**config.mk**
```make
export PLATFORM = sky130hd
export DESIGN_NAME = host_sig_dumper_flat
export DESIGN_NICKNAME = d
export VERILOG_FILES = /design/src/rtl/host_sig_dumper_pkg.sv /design/src/rtl/host_sig_dumper_if.sv /design/src/rtl/host_sig_dumper.sv /design/src/flat_wrapper.sv
export SDC_FILE = /design/constraint.sdc
export NUM_CORES = 1
export LEC_CHECK = 0
export ABC_AREA = 0
export BUFFER_PORTS_ARGS = -buffer_cell sky130_fd_sc_hd__buf_2
export CAP_MARGIN = 20
export CELL_PAD_IN_SITES_DETAIL_PLACEMENT = 0
export CELL_PAD_IN_SITES_GLOBAL_PLACEMENT = 1
export CORE_UTILIZATION = 40
export CTS_CLUSTER_SIZE = 30
export DETAILED_ROUTE_END_ITERATION = 8
export GPL_TIMING_DRIVEN = 1
export MAX_ROUTING_LAYER = met4
export PLACE_DENSITY_LB_ADDON = 0.05
export SLEW_MARGIN = 20
export SYNTH_ARGS = -nofsm -noshare
export SYNTH_HDL_FRONTEND = slang
export SYNTH_SLANG_ARGS = --single-unit
export TNS_END_PERCENT = 50
```
**constraint.sdc**
```tcl
create_clock -name clk -period 4 [get_ports clk]
set_clock_uncertainty 0.05 [all_clocks]
set_input_delay 0 -clock clk [delete_from_list [all_inputs] [get_ports clk]]
set_output_delay 0 -clock clk [all_outputs]
set_load 0.02 [all_outputs]
```
**src/rtl/host_sig_dumper_pkg.sv**
```systemverilog
`default_nettype none
// ============================================================================
// Module      : host_sig_dumper_pkg
// Description : Mailbox map, DCatch window constants and dumper FSM states.
// Revision    : 1.0
// ============================================================================
package host_sig_dumper_pkg;

    localparam logic [31:0] c_HOST_BASE         = 32'h1000_0000;
    localparam logic [31:0] c_HOST_BEGIN_OFF    = 32'h0000_0008;
    localparam logic [31:0] c_HOST_END_OFF      = 32'h0000_000C;
    localparam logic [31:0] c_HOST_FLAG_OFF     = 32'h0000_0010;
    localparam logic [31:0] c_HOST_STAT_OFF     = 32'h0000_0014;
    localparam logic [31:0] c_DCATCH_START_ADDR = 32'h0000_1000;
    localparam int          c_DMEM_AW           = 11;
    // One extra index bit so an END sitting exactly past the last word fits.
    localparam int          c_IDX_W             = c_DMEM_AW + 1;

    typedef enum logic [2:0] {
        S_IDLE = 3'd0,
        S_READ = 3'd1,
        S_LOAD = 3'd2,
        S_SEND = 3'd3,
        S_DONE = 3'd4
    } state_t;

endpackage
`default_nettype wire

```
**src/rtl/host_sig_dumper_if.sv**
```systemverilog
`default_nettype none
// ============================================================================
// Module      : host_sig_dumper_if
// Description : Core store bus, DCatch read port and signature stream bundle.
// Revision    : 1.0
// ============================================================================
interface host_sig_dumper_if;
    import host_sig_dumper_pkg::*;

    logic                 bus_we;
    logic [31:0]          bus_addr;
    logic [31:0]          bus_wdata;
    logic [31:0]          bus_rdata;
    logic                 mem_re;
    logic [c_DMEM_AW-1:0] mem_raddr;
    logic [31:0]          mem_rdata;
    logic                 core_halt;
    logic                 out_valid;
    logic                 out_ready;
    logic [31:0]          out_data;
    logic                 out_last;
    logic                 done;
    logic                 err;

    modport master (
        output bus_we, bus_addr, bus_wdata, mem_rdata, out_ready,
        input  bus_rdata, mem_re, mem_raddr, core_halt,
               out_valid, out_data, out_last, done, err
    );

    modport slave (
        input  bus_we, bus_addr, bus_wdata, mem_rdata, out_ready,
        output bus_rdata, mem_re, mem_raddr, core_halt,
               out_valid, out_data, out_last, done, err
    );

endinterface
`default_nettype wire

```
**src/rtl/host_sig_dumper.sv**
```systemverilog
`default_nettype none
// ============================================================================
// Module      : host_sig_dumper
// Description : Host mailbox that halts the core and streams the DCatch
//               signature window out on a valid/ready port.
// Revision    : 1.0
// ============================================================================
module host_sig_dumper
    import host_sig_dumper_pkg::*;
#(
    parameter logic [31:0] HOST_BASE = c_HOST_BASE,
    parameter logic [31:0] DMEM_BASE = c_DCATCH_START_ADDR
) (
    input  logic             clk,
    input  logic             rst,
    host_sig_dumper_if.slave bus
);

    localparam logic [32:0]         c_LIMIT   = {1'b0, DMEM_BASE} + (33'd4 << c_DMEM_AW);
    localparam logic [c_IDX_W-1:0]  c_IDX_ONE = c_IDX_W'(1);

    state_t             r_state;
    state_t             w_next;
    logic [31:0]        r_begin;
    logic [31:0]        r_end;
    logic [31:0]        r_flag;
    logic [31:0]        r_out_data;
    logic [c_IDX_W-1:0] r_idx;
    logic [c_IDX_W-1:0] r_eidx;
    logic [c_IDX_W-1:0] w_bidx;
    logic [c_IDX_W-1:0] w_eidx;
    logic               r_out_valid;
    logic               r_out_last;
    logic               r_err;
    logic               w_idle;
    logic               w_wr_begin;
    logic               w_wr_end;
    logic               w_wr_flag;
    logic               w_trig;
    logic               w_win_err;
    logic               w_win_empty;
    logic               w_xfer;
    logic               w_busy;
    logic [31:0]        w_status;

    function automatic logic addr_bad(input logic [31:0] a);
        return (a[1:0] != 2'b00) || (a < DMEM_BASE) || ({1'b0, a} > c_LIMIT);
    endfunction

    assign w_idle      = (r_state == S_IDLE);
    assign w_wr_begin  = w_idle && bus.bus_we && (bus.bus_addr == HOST_BASE + c_HOST_BEGIN_OFF);
    assign w_wr_end    = w_idle && bus.bus_we && (bus.bus_addr == HOST_BASE + c_HOST_END_OFF);
    assign w_wr_flag   = w_idle && bus.bus_we && (bus.bus_addr == HOST_BASE + c_HOST_FLAG_OFF);
    assign w_trig      = w_wr_flag && bus.bus_wdata[0];
    assign w_bidx      = c_IDX_W'((r_begin - DMEM_BASE) >> 2);
    assign w_eidx      = c_IDX_W'((r_end - DMEM_BASE) >> 2);
    assign w_win_err   = addr_bad(r_begin) || addr_bad(r_end) || (r_end < r_begin);
    assign w_win_empty = (r_end == r_begin);
    assign w_xfer      = (r_state == S_SEND) && r_out_valid && bus.out_ready;
    assign w_busy      = (r_state == S_READ) || (r_state == S_LOAD) || (r_state == S_SEND);
    assign w_status    = {29'b0, r_err, (r_state == S_DONE), w_busy};

    always_ff @(posedge clk or negedge rst) begin
        if (!rst) begin
            r_state <= S_IDLE;
        end else begin
            r_state <= w_next;
        end
    end

    always_comb begin
        w_next = r_state;
        case (r_state)
            S_IDLE:  if (w_trig) w_next = (w_win_err || w_win_empty) ? S_DONE : S_READ;
            S_READ:  w_next = S_LOAD;
            S_LOAD:  w_next = S_SEND;
            S_SEND:  if (w_xfer) w_next = r_out_last ? S_DONE : S_READ;
            S_DONE:  w_next = S_DONE;
            default: w_next = S_IDLE;
        endcase
    end

    always_ff @(posedge clk or negedge rst) begin
        if (!rst) begin
            r_begin     <= '0;
            r_end       <= '0;
            r_flag      <= '0;
            r_idx       <= '0;
            r_eidx      <= '0;
            r_out_data  <= '0;
            r_out_valid <= 1'b0;
            r_out_last  <= 1'b0;
            r_err       <= 1'b0;
        end else begin
            if (w_wr_begin) r_begin <= bus.bus_wdata;
            if (w_wr_end)   r_end   <= bus.bus_wdata;
            if (w_wr_flag)  r_flag  <= bus.bus_wdata;
            if (w_trig) begin
                r_err <= w_win_err;
                if (!w_win_err && !w_win_empty) begin
                    r_idx  <= w_bidx;
                    r_eidx <= w_eidx;
                end
            end
            // DCatch data arrives one cycle after the READ-state request.
            if (r_state == S_LOAD) begin
                r_out_data  <= bus.mem_rdata;
                r_out_valid <= 1'b1;
                r_out_last  <= (r_idx == r_eidx - c_IDX_ONE);
            end
            if (w_xfer) begin
                r_out_valid <= 1'b0;
                if (!r_out_last) r_idx <= r_idx + c_IDX_ONE;
            end
        end
    end

    always_comb begin
        bus.bus_rdata = 32'h0;
        if (bus.bus_addr == HOST_BASE + c_HOST_BEGIN_OFF)     bus.bus_rdata = r_begin;
        else if (bus.bus_addr == HOST_BASE + c_HOST_END_OFF)  bus.bus_rdata = r_end;
        else if (bus.bus_addr == HOST_BASE + c_HOST_FLAG_OFF) bus.bus_rdata = r_flag;
        else if (bus.bus_addr == HOST_BASE + c_HOST_STAT_OFF) bus.bus_rdata = w_status;
    end

    assign bus.mem_re    = (r_state == S_READ);
    assign bus.mem_raddr = r_idx[c_DMEM_AW-1:0];
    assign bus.core_halt = !w_idle;
    assign bus.out_valid = r_out_valid;
    assign bus.out_data  = r_out_data;
    assign bus.out_last  = r_out_last;
    assign bus.done      = (r_state == S_DONE);
    assign bus.err       = r_err;

endmodule
`default_nettype wire

```
**src/flat_wrapper.sv**
```systemverilog
// flat-port wrapper written by rule: the top's interface ports become plain ports
module host_sig_dumper_flat import host_sig_dumper_pkg::*;
#(
    parameter logic [31:0] HOST_BASE = c_HOST_BASE,
    parameter logic [31:0] DMEM_BASE = c_DCATCH_START_ADDR
)
  (clk, rst, bus_bus_we, bus_bus_addr, bus_bus_wdata, bus_mem_rdata, bus_out_ready, bus_bus_rdata, bus_mem_re, bus_mem_raddr, bus_core_halt, bus_out_valid, bus_out_data, bus_out_last, bus_done, bus_err);
  host_sig_dumper_if bus_i ();
  input  logic clk;
  input  logic rst;
  input wire logic [$bits(bus_i.bus_we)-1:0] bus_bus_we;
  input wire logic [$bits(bus_i.bus_addr)-1:0] bus_bus_addr;
  input wire logic [$bits(bus_i.bus_wdata)-1:0] bus_bus_wdata;
  input wire logic [$bits(bus_i.mem_rdata)-1:0] bus_mem_rdata;
  input wire logic [$bits(bus_i.out_ready)-1:0] bus_out_ready;
  output wire logic [$bits(bus_i.bus_rdata)-1:0] bus_bus_rdata;
  output wire logic [$bits(bus_i.mem_re)-1:0] bus_mem_re;
  output wire logic [$bits(bus_i.mem_raddr)-1:0] bus_mem_raddr;
  output wire logic [$bits(bus_i.core_halt)-1:0] bus_core_halt;
  output wire logic [$bits(bus_i.out_valid)-1:0] bus_out_valid;
  output wire logic [$bits(bus_i.out_data)-1:0] bus_out_data;
  output wire logic [$bits(bus_i.out_last)-1:0] bus_out_last;
  output wire logic [$bits(bus_i.done)-1:0] bus_done;
  output wire logic [$bits(bus_i.err)-1:0] bus_err;
  assign bus_i.bus_we = bus_bus_we;
  assign bus_i.bus_addr = bus_bus_addr;
  assign bus_i.bus_wdata = bus_bus_wdata;
  assign bus_i.mem_rdata = bus_mem_rdata;
  assign bus_i.out_ready = bus_out_ready;
  assign bus_bus_rdata = bus_i.bus_rdata;
  assign bus_mem_re = bus_i.mem_re;
  assign bus_mem_raddr = bus_i.mem_raddr;
  assign bus_core_halt = bus_i.core_halt;
  assign bus_out_valid = bus_i.out_valid;
  assign bus_out_data = bus_i.out_data;
  assign bus_out_last = bus_i.out_last;
  assign bus_done = bus_i.done;
  assign bus_err = bus_i.err;
  host_sig_dumper #(.HOST_BASE(HOST_BASE), .DMEM_BASE(DMEM_BASE)) u_core (.clk(clk), .rst(rst), .bus(bus_i));
endmodule
```
# [Yosys cells after proc, flatten, opt, wreduce, memory -nomap -nowiden]
# Cells that the tools add are included.
[totals] regBits=158 input_bits=100 output_inout_bits=81 word_cells=72
[op_classes] n_addsub=4 magnitude_cmp=5 n_eq_ne=12 n_mux=15 n_reduce_logical=26
[ops] cell="32-bit by 29-bit == test with 1-bit output (second input constant)" n=4
[ops] cell="32-bit two-way mux" n=3
[ops] cell="32-bit by 14-bit greater-than comparator with 1-bit output (second input constant)" n=2
[ops] cell="32-bit by 13-bit < comparator with 1-bit output (second input constant)" n=2
[ops] cell="12-bit two-way mux" n=4
[ops] cell="32-bit == test" n=1
[ops] cell="32-bit < comparator" n=1
[ops] cell="14-bit by 13-bit subtractor with 14-bit output (second input constant)" n=2
[ops] cell="3-bit two-way mux" n=5
[ops] cell="3-bit case mux with 5 select lines" n=1
[ops] cell="12-bit by 1-bit adder with 12-bit output (second input constant)" n=1
[ops] cell="12-bit == test" n=1
[ops] cell="12-bit by 1-bit subtractor with 12-bit output (second input constant)" n=1
[ops] cell="1-bit logical OR" n=9
[ops] cell="1-bit logical AND" n=8
[ops] cell="3-bit by 2-bit == test with 1-bit output (second input constant)" n=2
[ops] cell="2-bit nonzero test" n=3
[ops] cell="2-bit AND reduction" n=2
[ops] cell="3-bit by 1-bit == test with 1-bit output (second input constant)" n=1
[ops] cell="3-bit == test (second input constant)" n=1
[ops] cell="1-bit logical NOT" n=3
[ops] cell="3-bit logical NOT" n=1
[ops] cell="1-bit two-way mux" n=2
[ops] cell="2-bit by 1-bit != test with 1-bit output (second input constant)" n=1
[ops] cell="2-bit != test (second input constant)" n=1

# [Logic depth before layout (Yosys ltp)]
# Gate-level depths: netlist of run 1.
[logic_depth] word_depth=11 depth_mapped=10 ltp_nobuf=9

# [Worst setup path before layout of run 1]
# OpenSTA, ideal clock, no wires.
[synth_timing] path_kind="register to register" startpoint="register u_core.r_end[14]" endpoint="register u_core.r_eidx[9]" setup_time_ns=0.125 arrival_ns=2.722 t_required_ns=3.825 path_slack_ns=1.104 stages_incl_launch_ff=9 path_buffers=1 period_less_slack_ns=2.896 path_cell_list="dfrtp_1 > ha_1 > nand4_1 > nor4_1 > a21boi_0 > o31ai_1 > a2111oi_4 > buf_6 > mux2_2"
[synth_via] elab_chain_cells=8 word_cells_on_any_way=12 cone_classes="3 x order compare; 1 x eq/ne; 8 x reduce/logical"
[synth_lines] element="from (decl)" line="host_sig_dumper.sv:25" source="logic [31:0] r_end;"
[synth_lines] element="from (signal assigned)" line="host_sig_dumper.sv:96" source="if (w_wr_end) r_end <= bus.bus_wdata;"
[synth_lines] element="32-bit by 13-bit < comparator with 1-bit output" line="host_sig_dumper.sv:47" source="return (a[1:0] != 2'b00) || (a < DMEM_BASE) || ({1'b0, a} > c_LIMIT);"
[synth_lines] element="1-bit logical OR (2 in series)" line="host_sig_dumper.sv:47"
[synth_lines] element="1-bit logical OR (2 in series)" line="host_sig_dumper.sv:57" source="assign w_win_err = addr_bad(r_begin) || addr_bad(r_end) || (r_end < r_begin);"
[synth_lines] element="1-bit logical NOT" line="host_sig_dumper.sv:100" source="if (!w_win_err && !w_win_empty) begin"
[synth_lines] element="1-bit logical AND (*)" line="host_sig_dumper.sv:100"
[synth_lines] element="2-bit AND reduction (no line) (*)"
[synth_lines] element="to (signal assigned)" line="host_sig_dumper.sv:102" source="r_eidx <= w_eidx;"
[synth_lines] element="to (decl)" line="host_sig_dumper.sv:29" source="logic [c_IDX_W-1:0] r_eidx;"
# Every way passes the cells marked *; elsewhere a longest branch is shown, timed or not.
# A chain may end at the register's enable or synchronous reset.

# [Worst setup path in the final report of run 1]
[layout_timing] startpoint="register u_core.r_begin[14]" endpoint="register u_core.r_idx[11]"
[layout_via] elab_chain_cells=11 word_cells_on_any_way=15 cone_classes="3 x order compare; 1 x eq/ne; 4 x mux; 7 x reduce/logical"
[layout_lines] element="from (decl)" line="host_sig_dumper.sv:24" source="logic [31:0] r_begin;"
[layout_lines] element="from (signal assigned)" line="host_sig_dumper.sv:95" source="if (w_wr_begin) r_begin <= bus.bus_wdata;"
[layout_lines] element="32-bit by 13-bit < comparator with 1-bit output" line="host_sig_dumper.sv:47"
[layout_lines] element="1-bit logical OR (2 in series)" line="host_sig_dumper.sv:47"
[layout_lines] element="1-bit logical OR (2 in series)" line="host_sig_dumper.sv:57"
[layout_lines] element="1-bit logical NOT" line="host_sig_dumper.sv:100"
[layout_lines] element="1-bit logical AND (*)" line="host_sig_dumper.sv:100"
[layout_lines] element="12-bit two-way mux (*)" line="host_sig_dumper.sv:100"
[layout_lines] element="12-bit two-way mux (*)" line="host_sig_dumper.sv:98" source="if (w_trig) begin"
[layout_lines] element="12-bit two-way mux" line="host_sig_dumper.sv:113" source="if (!r_out_last) r_idx <= r_idx + c_IDX_ONE;"
[layout_lines] element="12-bit two-way mux (*)" line="host_sig_dumper.sv:111" source="if (w_xfer) begin"
[layout_lines] element="to (signal assigned)" line="host_sig_dumper.sv:101" source="r_idx <= w_bidx;"
[layout_lines] element="to (signal assigned)" line="host_sig_dumper.sv:113"
[layout_lines] element="to (decl)" line="host_sig_dumper.sv:28" source="logic [c_IDX_W-1:0] r_idx;"
# Marks and branches as above.

==> results of run 1 <==
## cells in the mapped netlist, drive strengths merged (14+ instances only)
library cell	n
o21ai	46
ha	38
nor4	23
a22oi	30
dfrtp	158
clkbuf	33
buf	16
nor2	29
a21oi	24
nor3	20
inv	47
mux2	139
nand2	50
nand4	14
nand3	19
## metal layers
layer | routed length (µm) | part of all wire, % | track usage, %
met1 | 11100 | 45 | 31.8
met2 | 11800 | 47 | 38.7
met3 | 1390 | 5.6 | 4.81
met4 | 570 | 2.3 | 9.18
met5 | 0 | 0 | -
## cells by family after synthesis
| logic type | Yosys count | synth area share (%) |
|---|---|---|
| xor+xnor | 14 | 1.45 |
| flops | 158 | 46.8 |
| fa+ha+maj | 38 | 5.62 |
| compound gates | 146 | 11.3 |
| buf+inv | 96 | 4.85 |
| mux | 143 | 19.0 |
| simple gates | 182 | 11.0 |
## critical path: cells and delay by family, from the launching register on
| family | cells | cell delay [ns] |
|---|---|---|
| AOI/OAI and AO/OA | 5 | 1.27 |
| adders and majority gates | 1 | 0.31 |
| buffers and inverters | 2 | 0.43 |
| DFF | 1 | 0.40 |
| and+or+nand+nor | 2 | 0.78 |
## how the worst max path moves through the flow
stage          slack (ns)  depth (start not counted)                            to                           start
6_report             0.65                         10    u_core.r_idx[11]$_DFF_PN0_  u_core.r_begin[14]$_DFFE_PN0P_
3_5_place_dp         0.68                         10    u_core.r_idx[11]$_DFF_PN0_  u_core.r_begin[12]$_DFFE_PN0P_
2_1_floorplan        1.10                          8  u_core.r_eidx[9]$_DFFE_PN0P_    u_core.r_end[14]$_DFFE_PN0P_
5_1_grt              0.27                         10    u_core.r_idx[11]$_DFF_PN0_  u_core.r_begin[13]$_DFFE_PN0P_
4_1_cts              0.66                         10    u_core.r_idx[11]$_DFF_PN0_  u_core.r_begin[12]$_DFFE_PN0P_
3_3_place_gp         0.86                          9  u_core.r_eidx[7]$_DFFE_PN0P_  u_core.r_begin[13]$_DFFE_PN0P_
## state kept, by name, summed over array words and instances (netlist names)
| name | cells |
|---|---|
| u_core.bus.err | 1 |
| u_core.bus.out_data | 32 |
| u_core.bus.out_last | 1 |
| u_core.bus.out_valid | 1 |
| u_core.r_begin | 32 |
| u_core.r_eidx | 12 |
| u_core.r_end | 32 |
| u_core.r_flag | 32 |
| u_core.r_idx | 12 |
| u_core.r_state | 3 |
## timing repair
item,in CTS,in global routing
hold buffers,66,0
resized for setup,0,0
hold endpoints to repair,226,0
## power by group
| part | switching (mW) | total [mW] | internal (mW) |
|---|---|---|---|
| logic | 0.602 | 1.08 | 0.476 |
| clock network | 0.727 | 1.67 | 0.944 |
| registers | 0.170 | 1.98 | 1.81 |
## layout make-up
cell class	count	area, µm²
clock inverter	15	183
multi-input combinational	523	4110
clock buffer	17	425
fill	1841	9620
timing repair buffer	260	1690
sequential	158	3950
tap	270	338
inverter	47	176
## metrics by stage
stage               total power [mW]  utilization [%]
global route                    4.95             53.1
global placement                3.02             46.9
finish                          4.73             53.1
floorplan                       2.67                -
CTS                             4.77             53.1
detailed placement              3.04             46.9
==> run metrics, run 1 <==
status=finished clean; largest net degree at the start of global routing=about 100; Layout area overhead=28.6%; r2r setup slk=approximately 0.65 ns; most common cell after layout, fill and taps aside=buf_2; Worst-Margin Slew=~0.94 ns; num rows=52; fin area=around 11000 µm²; Worst setup EP type=register; worst path cell trace=inv_1, ha_1, nand4_1, nor4_1, a21boi_0, o31ai_1, a2111oi_4, buf_4, o21ai_0, a221oi_1; Post-Layout Cell Count=roughly 1300; Max Fclk=about 300 MHz; setup ws final=0.650 ns; final hold violations=0; Die X=~150 µm; RSZ-0062 raised after global routing=false; Hold Crit Depth=4; fraction of registers with async set/reset=between 90% and 100%; Initial Util=41.3%; Clock Pin Slew Worst Setup and Hold Paths=0.07 ns; vias in the first global route=around 7300; 1st-iter DRT viols=roughly 430; most frequent cells in the layout=buf_2, dfrtp_1, mux2_2, dlygate4sd3_1, nand2_1; CP Launch Type=register; clk_lat worst skew=roughly 0.43 ns; Synth Warn #=0; Synth Net Count=a little over 900; Worst IR Drop VDD=between 0.3 and 0.4 mV; EDFF count, synth=0; vias post-DR=~7100; hold crit path type=primary input to register; area of placed instances=approximately 9600 µm²; worst reg2reg startpoint=u_core.r_begin[14]$_DFFE_PN0P_; HPWL Detailed=between 15 and 20 mm; cell count after placement=1192; WHS Endpoint=u_core.r_end[2]$_DFFE_PN0P_; Critical Path AT=~3.6 ns; detailed-route DRC error count=0; syn_area_per_cell=~11 µm²; drt first pass iters=5; GR Overflow Total=0; CTS tree=built; Sink Count=between 150 and 200; max_slew headroom=about 38%; Inserted Diodes=0; post-layout minimum cycle time=between 3 and 4 ns; core footprint=~20000 µm²; CTS root buffer=clkbuf_16; overall routed net length=24.9 mm; CP required=4.28 ns; number of top-level pins=around 180; crit share post-route=~84%; layout cells sized above 1=between 30% and 40%; slowest cell on the critical path=nor4_1; end of the worst register-to-register path=u_core.r_idx[11]$_DFF_PN0_; count of final setup violators=0; Yosys reg bits=about 160; PortBufs=between 150 and 200; area share of the largest cell type after synthesis=46.8%; pre-CTS WS=0.684 ns; hold path start=bus_bus_we; Die ar.=21700 µm²; crit-path max cell delay=about 0.6 ns; Top FF cell, synth=dfrtp_1; R2R depth=10; Setup Fix Bufs, Post-CTS=0; H-tree levels=4; first-pass GRT wire length=roughly 40 mm; final hold slack=0.162 ns; Max Slew Vio Count=0; crit path kind=register to register; synth top area cells=dfrtp_1, mux2_2, ha_1; Chip Height=~150 µm; Final Wtd Congestion=0.960; Cells after Synth=roughly 800; CP max FO=27; register area share after synthesis=46.8%; mapped cell area=8460 µm²; GR Util All Layers=about a quarter; Max-cap violations=0; Post-DRT Antenna Nets=0; power density over the cells=between 400 and 500 nW/µm²; TNS Setup=0 ns; nets@finish=roughly 1100; Leakage Power=slightly above 5 nW; Netlist cell types=56; initial antenna violation count=0; cell taking the most area after synthesis=dfrtp_1; number of CTS-inserted buffers=17; CTS max path bufs=2; Avg Vias per Cell=between 5 and 6; Routed WL per cell=19.3 µm
Note: power is estimated with default switching activity, not from simulation.
==> run 2: changes to the inputs <==
--- a/config.mk
+++ b/config.mk
@@ -5,7 +5,7 @@
 export SDC_FILE = /design/constraint.sdc
 export NUM_CORES = 1
 export LEC_CHECK = 0
-export ABC_AREA = 0
+export ABC_AREA = 1
 export BUFFER_PORTS_ARGS = -buffer_cell sky130_fd_sc_hd__buf_2
 export CAP_MARGIN = 20
 export CELL_PAD_IN_SITES_DETAIL_PLACEMENT = 0
==> constraint.sdc (replaced) <==
create_clock -name clk -period 3.2 [get_ports clk]
set_clock_uncertainty 0.05 [all_clocks]
set_input_delay 0 -clock clk [delete_from_list [all_inputs] [get_ports clk]]
set_output_delay 0 -clock clk [all_outputs]
set_load 0.02 [all_outputs]
==> run 2 against run 1 <==
  * Register-to-register slack gained 0.02 ns
  * First-iteration DRC count grew 7.5%
  * Global-route usage shrank 0.95 points
  * Synthesized area grew 4.0%
  * Maximum frequency grew 33%
  * Critical path type unchanged
  * Largest cell class unchanged
==> run metrics, run 2 <==
syn_area_per_cell=7.70 µm² (-29%); CP Launch Type=register; fraction of registers with async set/reset=100% (unchanged); Critical Path AT=2.80 ns (-0.83 ns); Synth Net Count=1281 (+40%); 1st-iter DRT viols=457 (+7.5%); num rows=53 (+1.9%); switching share of power=35.7% (+4.0 points); nets@finish=1507 (+32%); Final Wtd Congestion=0.802 (-16%); Buffers & Inverters on Critical Path=1 (-1); power density over the cells=555 nW/µm² (+28%); Avg Vias per Cell=4.85 (-12%); PortBufs=180 (unchanged); Reg power frac=40.5% (-1.3 points); overall routed net length=25.0 mm (+0.42%); EDFF count, synth=0 (unchanged); top post-synthesis cells by count=nand2_1, dfrtp_1, inv_1, o21ai_0, nor2_1; number of top-level pins=181 (unchanged); Top FF cell, synth=dfrtp_1; Die ar.=22600 µm² (+4.0%); crit-path max cell delay=0.41 ns (-0.20 ns); core footprint=21300 µm² (+3.9%); Worst setup EP type=register; crit path kind=register to register; mapped cell area=8800 µm² (+4.0%); slowest cell on the critical path=dfrtp_1; HPWL Detailed=17.4 mm (-0.14%); Inserted Diodes=0 (unchanged); initial antenna violation count=0 (unchanged); first-pass GRT wire length=40.0 mm (-0.29%); GR Overflow Total=0 (unchanged); Yosys reg bits=158 (unchanged); CTS root buffer=clkbuf_16; layout cells sized above 1=18.5% (-18 points); CTS max path bufs=2 (unchanged); post-layout minimum cycle time=2.53 ns (-0.825 ns); Leakage Power=5.93 nW (+15%); max_slew headroom=45.0% (+7.5 points); number of CTS-inserted buffers=17 (unchanged); Routed WL per cell=15.1 µm (-22%); final hold slack=0.169 ns (+0.00657 ns); Synth Warn #=0 (unchanged); CP max FO=33 (+22%); Internal Power=3.98 mW (+23%); Clk pwr share=34.4% (-1.0 points); Layout area overhead=26.9%; count of final setup violators=0 (unchanged); drt first pass iters=5 (unchanged); clk_lat worst skew=0.43 ns (about the same); Net Switching=2.21 mW (+48%); largest net degree at the start of global routing=84 (-14%); logic gate share of total power=25.2% (+2.4 points); delay-heaviest family, CP=simple AND/OR/NAND/NOR gates; Clock Pin Slew Worst Setup and Hold Paths=0.07 ns (about the same); most frequent cell after synthesis=nand2_1; CP most frequent cell=nand2_1; final hold violations=0 (unchanged); hold crit path type=primary input to async pin; Max Fclk=396 MHz (+33%); cell taking the most area after synthesis=dfrtp_1; Die X=150 µm (+2.0%); Netlist cell types=42 (-25%); vias in the first global route=7606 (+3.7%); RSZ-0062 raised after global routing=false; status=finished clean; H-tree levels=4 (unchanged); area of placed instances=9890 µm² (+3.0%); Max Slew Vio Count=0 (unchanged); fin area=11200 µm² (+2.6%); Initial Util=41.3% (+0.064 points); area share of the largest cell type after synthesis=45.0% (-1.8 points); register area share after synthesis=45.0% (-1.8 points); Cells after Synth=1143 (+47%); crit share post-route=78.9% (-4.8 points); Sink Count=158 (unchanged); post-cts sizing count=0 (unchanged); Worst IR Drop VDD=0.380 mV (+20%); Post-DRT Antenna Nets=0 (unchanged); detailed-route DRC error count=0 (unchanged); most frequent cells in the layout=nand2_1, buf_2, dfrtp_1, inv_1, o21ai_0; vias post-DR=8033 (+14%); GR Util All Layers=23.8% (-0.95 points); TNS Setup=0 ns (unchanged); CTS tree=built; synth top area cells=dfrtp_1, nand2_1, o21ai_0; Worst-Margin Slew=0.824 ns (-0.112 ns); Chip Height=150 µm (+2.0%); Max-cap violations=0 (unchanged); CP required=3.47 ns (-0.81 ns); worst path cell trace=ha_1, nand2_1, nor2_1, inv_1, nor3_2, nand2_1, nand2_1, nand4_4, nand2_1, nand2_1, nor2_1, nor2_1; most common cell after layout, fill and taps aside=nand2_1
==> run 2: cell count changes after synthesis, sizes merged, moves of 9 or more <==
cell	previous run	this run
nor4	23	3
inv	47	122
a21oi	24	46
nor3	20	11
o21ai	46	131
a22oi	30	18
nand2	50	338
buf	16	28
nor2	29	104
nand3	19	53
xor2	6	17
mux2	139	0
==> run 2: cell type report <==
type	count	area, µm²
clock buffer	17	425
clock inverter	15	184
fill	2117	10100
inverter	124	465
multi-input combinational	807	4090
sequential	158	3950
tap	275	344
timing repair buffer	261	1690
==> run 2: metal layers <==
layer  share of wire (%)  vias to the layer above  track usage [%]  wire (µm)
met5                   0                        -                -          0
met4                 1.4                        0             7.07        357
met3                 4.1                       23             2.94       1020
met2                  46                      193             36.6      11400
met1                  49                     3669             32.7      12200
li1                    -                     4148                -          -
==> run 2: cell families after synthesis <==
family	after synthesis	share of synthesized area, %
and+or+nand+nor	536	25.8
adders and majority gates	38	5.41
xor gates and xnor gates	21	2.09
buffers and inverters	178	8.58
DFF	158	45.0
AOI/OAI and AO/OA	212	13.1
==> run 2: per-stage QoR <==
stage	total power, mW	worst slack, ns	util, %	instances
2_1_floorplan	3.58	1.16	-	1143
3_3_place_gp	4.04	0.712	46.5	1559
3_5_place_dp	4.05	0.694	46.5	1559
4_1_cts	6.25	0.662	52.4	1657
5_1_grt	6.56	0.361	52.4	1657
6_report	6.19	0.675	52.4	1657
==> run 2: worst paths after layout <==
kind,startpoint,endpoint,slack [ns],cells past startpoint
worst max register to register,u_core.r_end[23]$_DFFE_PN0P_,u_core.r_idx[7]$_DFF_PN0_,0.67,12
max in group asynchronous,rst,u_core.r_idx[7]$_DFF_PN0_,2.15,3
min in group clk,bus_bus_addr[5],u_core.r_flag[0]$_DFFE_PN0P_,0.17,8
worst max-delay path,u_core.r_end[23]$_DFFE_PN0P_,u_core.r_idx[7]$_DFF_PN0_,0.67,12
worst min-delay path,rst,u_core.r_begin[4]$_DFFE_PN0P_,0.17,2
worst min register to register,u_core.bus.out_data[18]$_DFFE_PN0P_,u_core.bus.out_data[18]$_DFFE_PN0P_,0.42,2
==> run 2: power by group through the flow <==
stage	sequential (mW)	clock [mW]	combinational (mW)
after floorplan	2.75	0	0.835
after global placement	2.54	0	1.50
after detailed placement	2.53	0	1.52
after CTS	2.50	2.17	1.58
after global routing	2.55	2.25	1.76
final	2.51	2.13	1.56
==> run 2: timing repair <==
action | 4_1_cts | 5_1_grt
hold endpoints to repair | 211 | 0
hold buffers | 66 | 0
buffers inserted | 0 | 0
setup endpoints to repair | 0 | 0
==> run 2: worst reg2reg max path, delay by kind of cell, from the launching register on <==
family | cells | cell delay [ns]
and+or+nand+nor | 10 | 1.55
buffers and inverters | 1 | 0.10
adders and majority gates | 1 | 0.31
DFF | 1 | 0.41
